==> src/rtl/sd_block_ctrl_pkg.sv <==
// Shared definitions for the SD block job sequencer: command indices,
// error codes and the sequencer state encoding.
package sd_block_ctrl_pkg;

  localparam logic [5:0] CMD17 = 6'd17;  // READ_SINGLE_BLOCK
  localparam logic [5:0] CMD24 = 6'd24;  // WRITE_BLOCK

  typedef enum logic [1:0] {
    ERR_NONE = 2'd0,
    ERR_CMD  = 2'd1,
    ERR_CRC  = 2'd2,
    ERR_TMO  = 2'd3
  } err_code_e;

  typedef enum logic [3:0] {
    S_IDLE,
    S_RD_CMD,
    S_RD_WAIT_CMD,
    S_RD_WAIT_DAT,
    S_PROC,
    S_WR_CMD,
    S_WR_WAIT_CMD,
    S_WR_DAT,
    S_NEXT,
    S_FIN
  } state_e;

endpackage

==> src/rtl/sd_block_ctrl.sv <==
// Sequences a job of N consecutive 512-byte SD blocks: read, process, write
// back, with per-block retries, a per-phase watchdog and job status.
module sd_block_ctrl
  import sd_block_ctrl_pkg::*;
#(
  parameter int MAX_RETRY = 3,
  parameter int TMO_W     = 20
) (
  input  logic        iclk,
  input  logic        irst,
  input  logic        istart,
  input  logic [31:0] iaddr,
  input  logic [15:0] inblk,
  output logic        ocmd_start,
  output logic [5:0]  ocmd_idx,
  output logic [31:0] ocmd_arg,
  input  logic        icmd_done,
  input  logic        icmd_fail,
  output logic        od_start,
  input  logic        id_done,
  input  logic        id_crc_fail,
  output logic        oproc_start,
  input  logic        iproc_done,
  output logic        obusy,
  output logic        odone,
  output logic        oerror,
  output logic [1:0]  oerr_code,
  output logic [15:0] oblk_cnt
);

  localparam logic [2:0] LAST_TRY = 3'(MAX_RETRY - 1);

  state_e           state_q, state_d;
  logic [31:0]      addr_q;
  logic [15:0]      nblk_q, blk_cnt_q;
  logic [2:0]       retry_q;
  logic [TMO_W-1:0] wdog_q;
  logic             err_q;
  err_code_e        err_code_q;

  logic             fault, restart_wr, abort, wdog_full, entry_cycle, wdog_run;
  err_code_e        fault_code;

  assign wdog_full   = (wdog_q == '1);
  // The D driver drops a stale done/CRC level only once it sees od_start, which
  // is visible during a data state's first cycle, so that cycle is ignored.
  assign entry_cycle = (wdog_q == '0);
  assign wdog_run    = state_q inside {S_RD_WAIT_CMD, S_RD_WAIT_DAT, S_PROC,
                                       S_WR_WAIT_CMD, S_WR_DAT};

  // NOTE: every signal written here gets a default first, so no path leaves
  // one unassigned and no latch is inferred.
  always_comb begin
    state_d    = state_q;
    fault      = 1'b0;
    fault_code = ERR_NONE;
    restart_wr = 1'b0;
    abort      = 1'b0;
    unique case (state_q)
      S_IDLE:        if (istart) state_d = (inblk == 16'd0) ? S_FIN : S_RD_CMD;
      S_RD_CMD:      state_d = S_RD_WAIT_CMD;
      S_RD_WAIT_CMD: begin
        if (icmd_fail)      begin fault = 1'b1; fault_code = ERR_CMD; end
        else if (icmd_done) state_d = S_RD_WAIT_DAT;
        else if (wdog_full) begin fault = 1'b1; fault_code = ERR_TMO; end
      end
      S_RD_WAIT_DAT: begin
        if (id_crc_fail && !entry_cycle)  begin fault = 1'b1; fault_code = ERR_CRC; end
        else if (id_done && !entry_cycle) state_d = S_PROC;
        else if (wdog_full)               begin fault = 1'b1; fault_code = ERR_TMO; end
      end
      S_PROC: begin
        if (iproc_done)     state_d = S_WR_CMD;
        else if (wdog_full) begin fault = 1'b1; fault_code = ERR_TMO; end
      end
      S_WR_CMD:      state_d = S_WR_WAIT_CMD;
      S_WR_WAIT_CMD: begin
        restart_wr = 1'b1;
        if (icmd_fail)      begin fault = 1'b1; fault_code = ERR_CMD; end
        else if (icmd_done) state_d = S_WR_DAT;
        else if (wdog_full) begin fault = 1'b1; fault_code = ERR_TMO; end
      end
      S_WR_DAT: begin
        restart_wr = 1'b1;
        if (id_done && !entry_cycle) state_d = S_NEXT;
        else if (wdog_full)          begin fault = 1'b1; fault_code = ERR_TMO; end
      end
      S_NEXT:        state_d = (blk_cnt_q + 16'd1 == nblk_q) ? S_FIN : S_RD_CMD;
      S_FIN:         state_d = S_IDLE;
      default:       state_d = S_IDLE;
    endcase
    if (fault) begin
      if (retry_q < LAST_TRY) state_d = restart_wr ? S_WR_CMD : S_RD_CMD;
      else begin
        abort   = 1'b1;
        state_d = S_FIN;
      end
    end
  end

  // NOTE: sequential state uses non-blocking assignments only, so every
  // register samples the pre-edge values regardless of statement order.
  always_ff @(posedge iclk) begin
    if (irst) begin
      state_q     <= S_IDLE;
      addr_q      <= '0;
      nblk_q      <= '0;
      blk_cnt_q   <= '0;
      retry_q     <= '0;
      wdog_q      <= '0;
      err_q       <= 1'b0;
      err_code_q  <= ERR_NONE;
      ocmd_start  <= 1'b0;
      ocmd_idx    <= '0;
      ocmd_arg    <= '0;
      od_start    <= 1'b0;
      oproc_start <= 1'b0;
      odone       <= 1'b0;
      obusy       <= 1'b0;
    end else begin
      state_q <= state_d;
      if (state_d != state_q) wdog_q <= '0;
      else if (wdog_run)      wdog_q <= wdog_q + 1'b1;

      if (state_q == S_IDLE && istart) begin
        addr_q     <= iaddr;
        nblk_q     <= inblk;
        blk_cnt_q  <= '0;
        retry_q    <= '0;
        err_q      <= 1'b0;
        err_code_q <= ERR_NONE;
      end
      if (fault && !abort) retry_q <= retry_q + 3'd1;
      if (abort) begin
        err_q      <= 1'b1;
        err_code_q <= fault_code;
      end
      if (state_q == S_NEXT) begin
        addr_q    <= addr_q + 32'd1;
        blk_cnt_q <= blk_cnt_q + 16'd1;
        retry_q   <= '0;
      end

      // Outputs are registered; each reflects the state held in the prior cycle.
      ocmd_start <= (state_q == S_RD_CMD) || (state_q == S_WR_CMD);
      if (state_q == S_RD_CMD || state_q == S_WR_CMD) begin
        ocmd_idx <= (state_q == S_RD_CMD) ? CMD17 : CMD24;
        ocmd_arg <= addr_q;
      end
      od_start    <= (state_q == S_RD_CMD) ||
                     (state_q == S_WR_WAIT_CMD && state_d == S_WR_DAT);
      oproc_start <= (state_q != S_PROC) && (state_d == S_PROC);
      odone       <= (state_q == S_FIN);
      obusy       <= (state_q != S_IDLE);
    end
  end

  assign oerror    = err_q;
  assign oerr_code = err_code_q;
  assign oblk_cnt  = blk_cnt_q;

endmodule

==> config.mk <==
export PLATFORM = sky130hd
export DESIGN_NAME = sd_block_ctrl
export DESIGN_NICKNAME = d
export VERILOG_FILES = /design/src/rtl/sd_block_ctrl_pkg.sv /design/src/rtl/sd_block_ctrl.sv
export SDC_FILE = /design/constraint.sdc
export NUM_CORES = 1
export LEC_CHECK = 0
export ABC_CLOCK_PERIOD_IN_PS = 2840
export CAP_MARGIN = 20
export CORE_MARGIN = 3
export CORE_UTILIZATION = 30
export CTS_BUF_LIST = sky130_fd_sc_hd__clkbuf_4 sky130_fd_sc_hd__clkbuf_8 sky130_fd_sc_hd__clkbuf_16
export DETAILED_ROUTE_END_ITERATION = 10
export GPL_ROUTABILITY_DRIVEN = 0
export GPL_TIMING_DRIVEN = 0
export MAX_ROUTING_LAYER = met4
export PLACE_DENSITY_LB_ADDON = 0.2
export SYNTH_ARGS = -nofsm -noshare
export SYNTH_HDL_FRONTEND = slang
export SYNTH_SLANG_ARGS = --single-unit
==> constraint.sdc <==
create_clock -name iclk -period 2.84 [get_ports iclk]
set_clock_uncertainty 0.2 [all_clocks]
set_input_delay 0.568 -clock iclk [delete_from_list [all_inputs] [get_ports iclk]]
set_output_delay 0.568 -clock iclk [all_outputs]
set_load 0.01 [all_outputs]
# --- Word-level counts from Yosys, hierarchy flattened ---
# Index checks and enable logic that the tools add are counted.
totals:
  elab_cells: 100
  rom_bits: 0
  latch_bits: 0
  mem_bits_rw: 0
  n_memories: 0
  out_inout_bits: 62
  register_bits: 137
classes:
  n_mux: 43
  n_eq_ne: 15
  reduce_logical: 22
  shifts: 0
  bitwise_logic: 0
  n_mul: 0
  div: 0
  add_sub_neg: 4
  n_lt_le_gt_ge: 1
op_table:
  columns: ["operator", "count"]
  rows:
  - ["$mux 32", 2]
  - ["$mux 4", 14]
  - ["$pmux 4 s9", 1]
  - ["$add 32x1->32 const B", 1]
  - ["$mux 16", 2]
  - ["$eq 4x3->1 const B", 6]
  - ["$add 20x1->20 const B", 1]
  - ["$eq 20x20->1 const B", 1]
  - ["$logic_not 20->1", 1]
  - ["$add 16x1->16 const B", 1]
  - ["$eq 16x16->1", 1]
  - ["$logic_not 16->1", 1]
  - ["$mux 2", 8]
  - ["$mux 1", 11]
  - ["$mux 3", 3]
  - ["$eq 4x2->1 const B", 2]
  - ["$eq 4x4->1 const B", 2]
  - ["$pmux 2 s4", 1]
  - ["$reduce_or 2->1", 4]
  - ["$logic_and 1x1->1", 6]
  - ["$reduce_bool 2->1", 3]
  - ["$reduce_bool 5->1", 1]
  - ["$eq 4x1->1 const B", 1]
  - ["$logic_not 4->1", 1]
  - ["other kinds (8)", 10]

# --- Depth between registers and ports, before layout ---
depth:
  depth_word: 10
  depth_mapped: 11

# --- Worst setup path after synthesis ---
# OpenSTA, ideal clock, no wires.
synth_path:
  path_type: "reg2reg"
  start: "register blk_cnt_q[0] (netlist: oblk_cnt[0])"
  end: "register state_q[3]"
  stages_incl_launch_ff: 10
  path_slack_ns: -0.100
  setup_time_ns: 0.070
  required_ns: 2.570
  t_arrival_ns: 2.670
  cell_sequence: "dfxtp_1 ha_1 nand3_2 or3_1 clkbuf_1 nor4_1 xnor2_1 nand2_1 or4_1 a21oi_1"
synth_between:
  elab_chain_len: 5
synth_rtl:
  columns: ["item", "line", "text"]
  rows:
  - ["start, declared", "sd_block_ctrl.sv:35", "logic [15:0] nblk_q, blk_cnt_q;"]
  - ["start signal, assigned", "sd_block_ctrl.sv:140", "blk_cnt_q <= blk_cnt_q + 16'd1;"]
  - ["$add 16x1->16", "sd_block_ctrl.sv:88", "S_NEXT: state_d = (blk_cnt_q + 16'd1 == nblk_q) ? S_FIN : S_RD_CMD;"]
  - ["$eq 16x16->1", "sd_block_ctrl.sv:88", null]
  - ["$mux 4", "sd_block_ctrl.sv:88", null]
  - ["$pmux 4 s9", "sd_block_ctrl.sv:59", "unique case (state_q)"]
  - ["$mux 4", "sd_block_ctrl.sv:92", "if (fault) begin"]
  - ["end signal, assigned", "sd_block_ctrl.sv:121", "state_q <= state_d;"]
  - ["end, declared", "sd_block_ctrl.sv:33", "state_e state_q, state_d;"]
# Every way passes these cells.
# A chain may end at the register's enable or synchronous reset.

# --- Worst setup path in the final report ---
layout_path:
  start: "register state_q[1]"
  end: "register state_q[3]"
layout_between:
  elab_chain_len: 4
layout_rtl:
  columns: ["item", "line"]
  rows:
  - ["$eq 4x2->1 / $eq 4x3->1 (equally long branches)", "sd_block_ctrl.sv:59"]
  - ["$reduce_or 2->1 (no line)", null]
  - ["$pmux 1 s4", "sd_block_ctrl.sv:59"]
  - ["$mux 4 (*)", "sd_block_ctrl.sv:92"]
# Every way passes the cells marked *; elsewhere a longest branch is shown, timed or not.

==> results.md <==
* Status: finished, final reports clean
* DPL Wire Length at 16.57 mm
* Setup ws final at 108.6 ps
* Hold path endpoint: ocmd_arg[13]
* Max H-tree Level at 4
* Mean Syn Cell Area at 7.651 sq um
* Final Util at 0.4079
* CP max FO at 10
* YS warnings at 0
* Final ANT Viol Nets at 0
* All-Layer GR Usage at 0.1889
* Post-synthesis sequential area ratio at 0.3989
* Slowest stage delay, CP at 470 ps
* Clk sink count at 134
* Overall power at 4.935 mW
* CTS Buf Count at 17
* Critical-path cell list: buf_2, or2_1, buf_2, nor3_4, nand4_1, nor4_1, o2111ai_1, or4_1, a21oi_1
* WHS Path Cells at 2
* Met2 Track Usage GR at 0.2839
* Top cell type's share of synthesized area at 0.3989
* Post-synthesis cell area at 6725 sq um
* Die height at 155.7 um
* CP endpoint kind: flop
* Main combinational cell family by area after synthesis: simple AND/OR/NAND/NOR gates
* Slew @ Worst Pin at 784.8 ps
* Met3 Usage GRT at 0.03245
* Compound-Gate Fraction of Synth Area at 0.1849
* Pin count of the biggest net entering global routing at 17
* Yosys reg bits at 134
* DR iter-0 viols at 567
* Worst R2R Start: state_q[1]
* Reg clk slew, reported paths at 60 ps
* NetSw at 1.391 mW
* Post-Synth Simple-Gate Area at 0.2847
* GRT busiest layer: met2
* Tmin final at 2731 ps
* CP Data Arrival Time at 2880 ps
* Final hold vios at 0
* Adder-cell share of the synthesized area at 0.009302
* Synth Flop Type: dfxtp_1
* Diodes inserted at 0
* Die Span X at 155.7 um
* Drc violations at 0
* Antenna violations before repair at 0
* Clock share of power at 0.468
* Met1 usage at 0.2625
* Row count at 54
* Routed wire length at 22.67 mm
* Post-synthesis mux area share at 0.009302
* Setup WS pre-CTS at -469.5 ps
* Core area at 21,960 sq um
* Cell mode on critical path: buf_2
* RR Endpoint: state_q[3]
* Top-level I/O count at 118
* Share of cells above drive strength 1 at 0.08463
* Clock latency on the worst-skew pair at 420 ps
* CTS root buf: clkbuf_16
* Die area at 24,250 sq um
* Post-synth ARST share at 0
* Post-Synth XOR/XNOR Area at 0.06642
* CTS tree: yes
* Number of cells on the worst reg-to-reg path at 9
* Port Buf Inserts at 113
* NumNets Final at 1,076
* Hold buffer count at CTS at 0
* PwrDens at 551.0 nW/um^2
* Unrepaired setup endpoints after global routing: true
* Crit path kind: reg -> reg
* Initial core utilization at 0.3063
* Post-synth EDFFs at 0
* Crit path required time at 2990 ps
* Hold/Removal Path Class: reg -> reg
* Routed WL per cell at 17.33 um
* P&R area growth vs syn at 33.17%
* Clock buffer depth at 2
* Routed vias at 6,812
* Setup violations, final at 0
* Max frequency at 366.1 MHz
* Vias per cell at 5.208
* First-pass GRT wire length at 35.02 mm
* Max Cap Viol at 0
* Slowest CP cell: or4_1
* Yosys top cell by area: dfxtp_1
* Slew headroom at 0.4768
* Total global routing overflow at 0
* Leak at 3.096 nW
* Synth cell types at 70
* Seq pwr share at 0.412
* Switching Fraction at 0.2818
* # fillers at 2,274
* Final period util at 0.9618
* Maximum VDD drop at 0.2889 mV
* Vias in the first global route at 6,140
* Int Pwr at 3.544 mW
* Combinational Power Share at 0.120
* Largest cells by area after synthesis: dfxtp_1, nand2_1, a21oi_1, nor2_1, xnor2_1
* Startpoint types: flop
* Worst R2R Setup Slack at 110 ps
* 1st-pass router iterations at 5
* Min-delay src: ocmd_arg[13]
* Fin. max-slew vios at 0
* Cells after Synth at 879
[cells by family (layout without fill, tap and decap cells)]
kind of cell,count (synthesis),in the layout
other cells,1,3
fa+ha+maj,5,5
xor+xnor,51,51
compound gates,208,208
simple gates,397,397
buf+inv,77,224
mux,6,6
flops,134,134
[cell type report]
cell class                      instances  area [sq um]  share of cell area
Tap cell                              280         350.3             0.03912
Clock buffer                           17         425.4             0.04750
Timing Repair Buffer                  119          1174              0.1310
Sequential cell                       134          2688              0.3001
Buffer                                 63         269.0             0.03004
Multi-Input combinational cell        670          3827              0.4274
Inverter                               10         37.54            0.004191
Clock inverter                         15         185.2             0.02068
[worst max-delay path by stage]
| stage | from | endpoint | slack, ps | depth (start not counted) |
|---|---|---|---|---|
| finish | state_q[1] | state_q[3] | 110 | 9 |
| global route | state_q[1] | state_q[3] | -50 | 9 |
| CTS | state_q[3] | state_q[3] | -90 | 8 |
| detailed placement | istart | oblk_cnt[5] | -470 | 8 |
| global placement | istart | oblk_cnt[5] | -660 | 7 |
| floorplan | oblk_cnt[1] | state_q[3] | 20 | 9 |
[cell usage after synthesis (10+ instances only)]
library cell / n
xnor2_1: 30
and3_1: 16
nand3_1: 31
a22oi_1: 18
clkbuf_1: 56
a21oi_1: 98
dfxtp_1: 134
nor3_1: 21
a211oi_1: 10
nor4_1: 18
xor2_1: 21
nand4_1: 15
nor2_1: 85
nand2_1: 167
o21ai_0: 36
[placed cells by master (no fill, tap or decap), types with 6 or more instances in the layout]
cell type / Yosys / routed
o22ai_1: 6 / 6
a211oi_1: 10 / 10
nand2_1: 167 / 167
nor2_1: 85 / 85
buf_2: 7 / 8
o21ai_0: 36 / 35
nor3_1: 21 / 20
nand4_1: 15 / 15
dfxtp_1: 134 / 132
and3_1: 16 / 16
nand3_1: 31 / 30
nor4_1: 18 / 15
buf_4: 3 / 8
clkbuf_16: 0 / 17
clkbuf_1: 56 / 42
xor2_1: 21 / 21
clkbuf_2: 0 / 10
xnor2_1: 30 / 30
and4_1: 7 / 7
inv_1: 9 / 9
a21oi_1: 98 / 97
clkdlybuf4s50_1: 0 / 113
a22oi_1: 18 / 18
[worst max-delay path, delay by kind of cell, from the launching register on]
family | cells | cell delay [ps]
buf+inv | 2 | 360
simple gates | 5 | 1450
flops | 1 | 290
compound gates | 2 | 350
[repair_timing]
action                     4_1_cts  5_1_grt
cloned                           0        0
setup buffers                    0        5
pin swaps                        0        3
gates resized for setup         14       17
setup endpoints to repair       38       85
[routing by layer]
metal | routed length, um | share of wire
met1 | 11000 | 0.49
met2 | 10050 | 0.44
met3 | 1323 | 0.058
met4 | 292 | 0.013
met5 | 0 | 0
[power by group through the flow]
stage               Combinational, mW  Sequential [mW]  Clock [mW]
CTS                             0.585             2.03        2.35
floorplan                       0.319             2.06           0
global placement                0.579             2.07           0
global route                    0.650             2.04        2.44
finish                          0.590             2.03        2.31
detailed placement              0.578             2.07           0
[registers in the layout (all words and copies together) (netlist names), 2 cells and up]
signal,cells
addr_q,32
ocmd_arg,32
wdog_q,20
nblk_q,16
oblk_cnt,16
state_q,4
ocmd_idx,3
retry_q,3
oerr_code,2
[per-stage QoR]
stage / instances / setup TNS [ps] / cell area (sq um) / hold WS (ps)
after floorplan: 881 / 0 / 6740 / 236.2
after global placement: 1274 / -25780 / 8222 / 244.8
after detailed placement: 1275 / -17920 / 8227 / 248.5
after CTS: 1307 / -131.6 / 8887 / 257.4
after global routing: 1308 / -54.48 / 8956 / 269.7
final: 1308 / 0 / 8956 / 254.3
(Power assumes the default switching activity.)
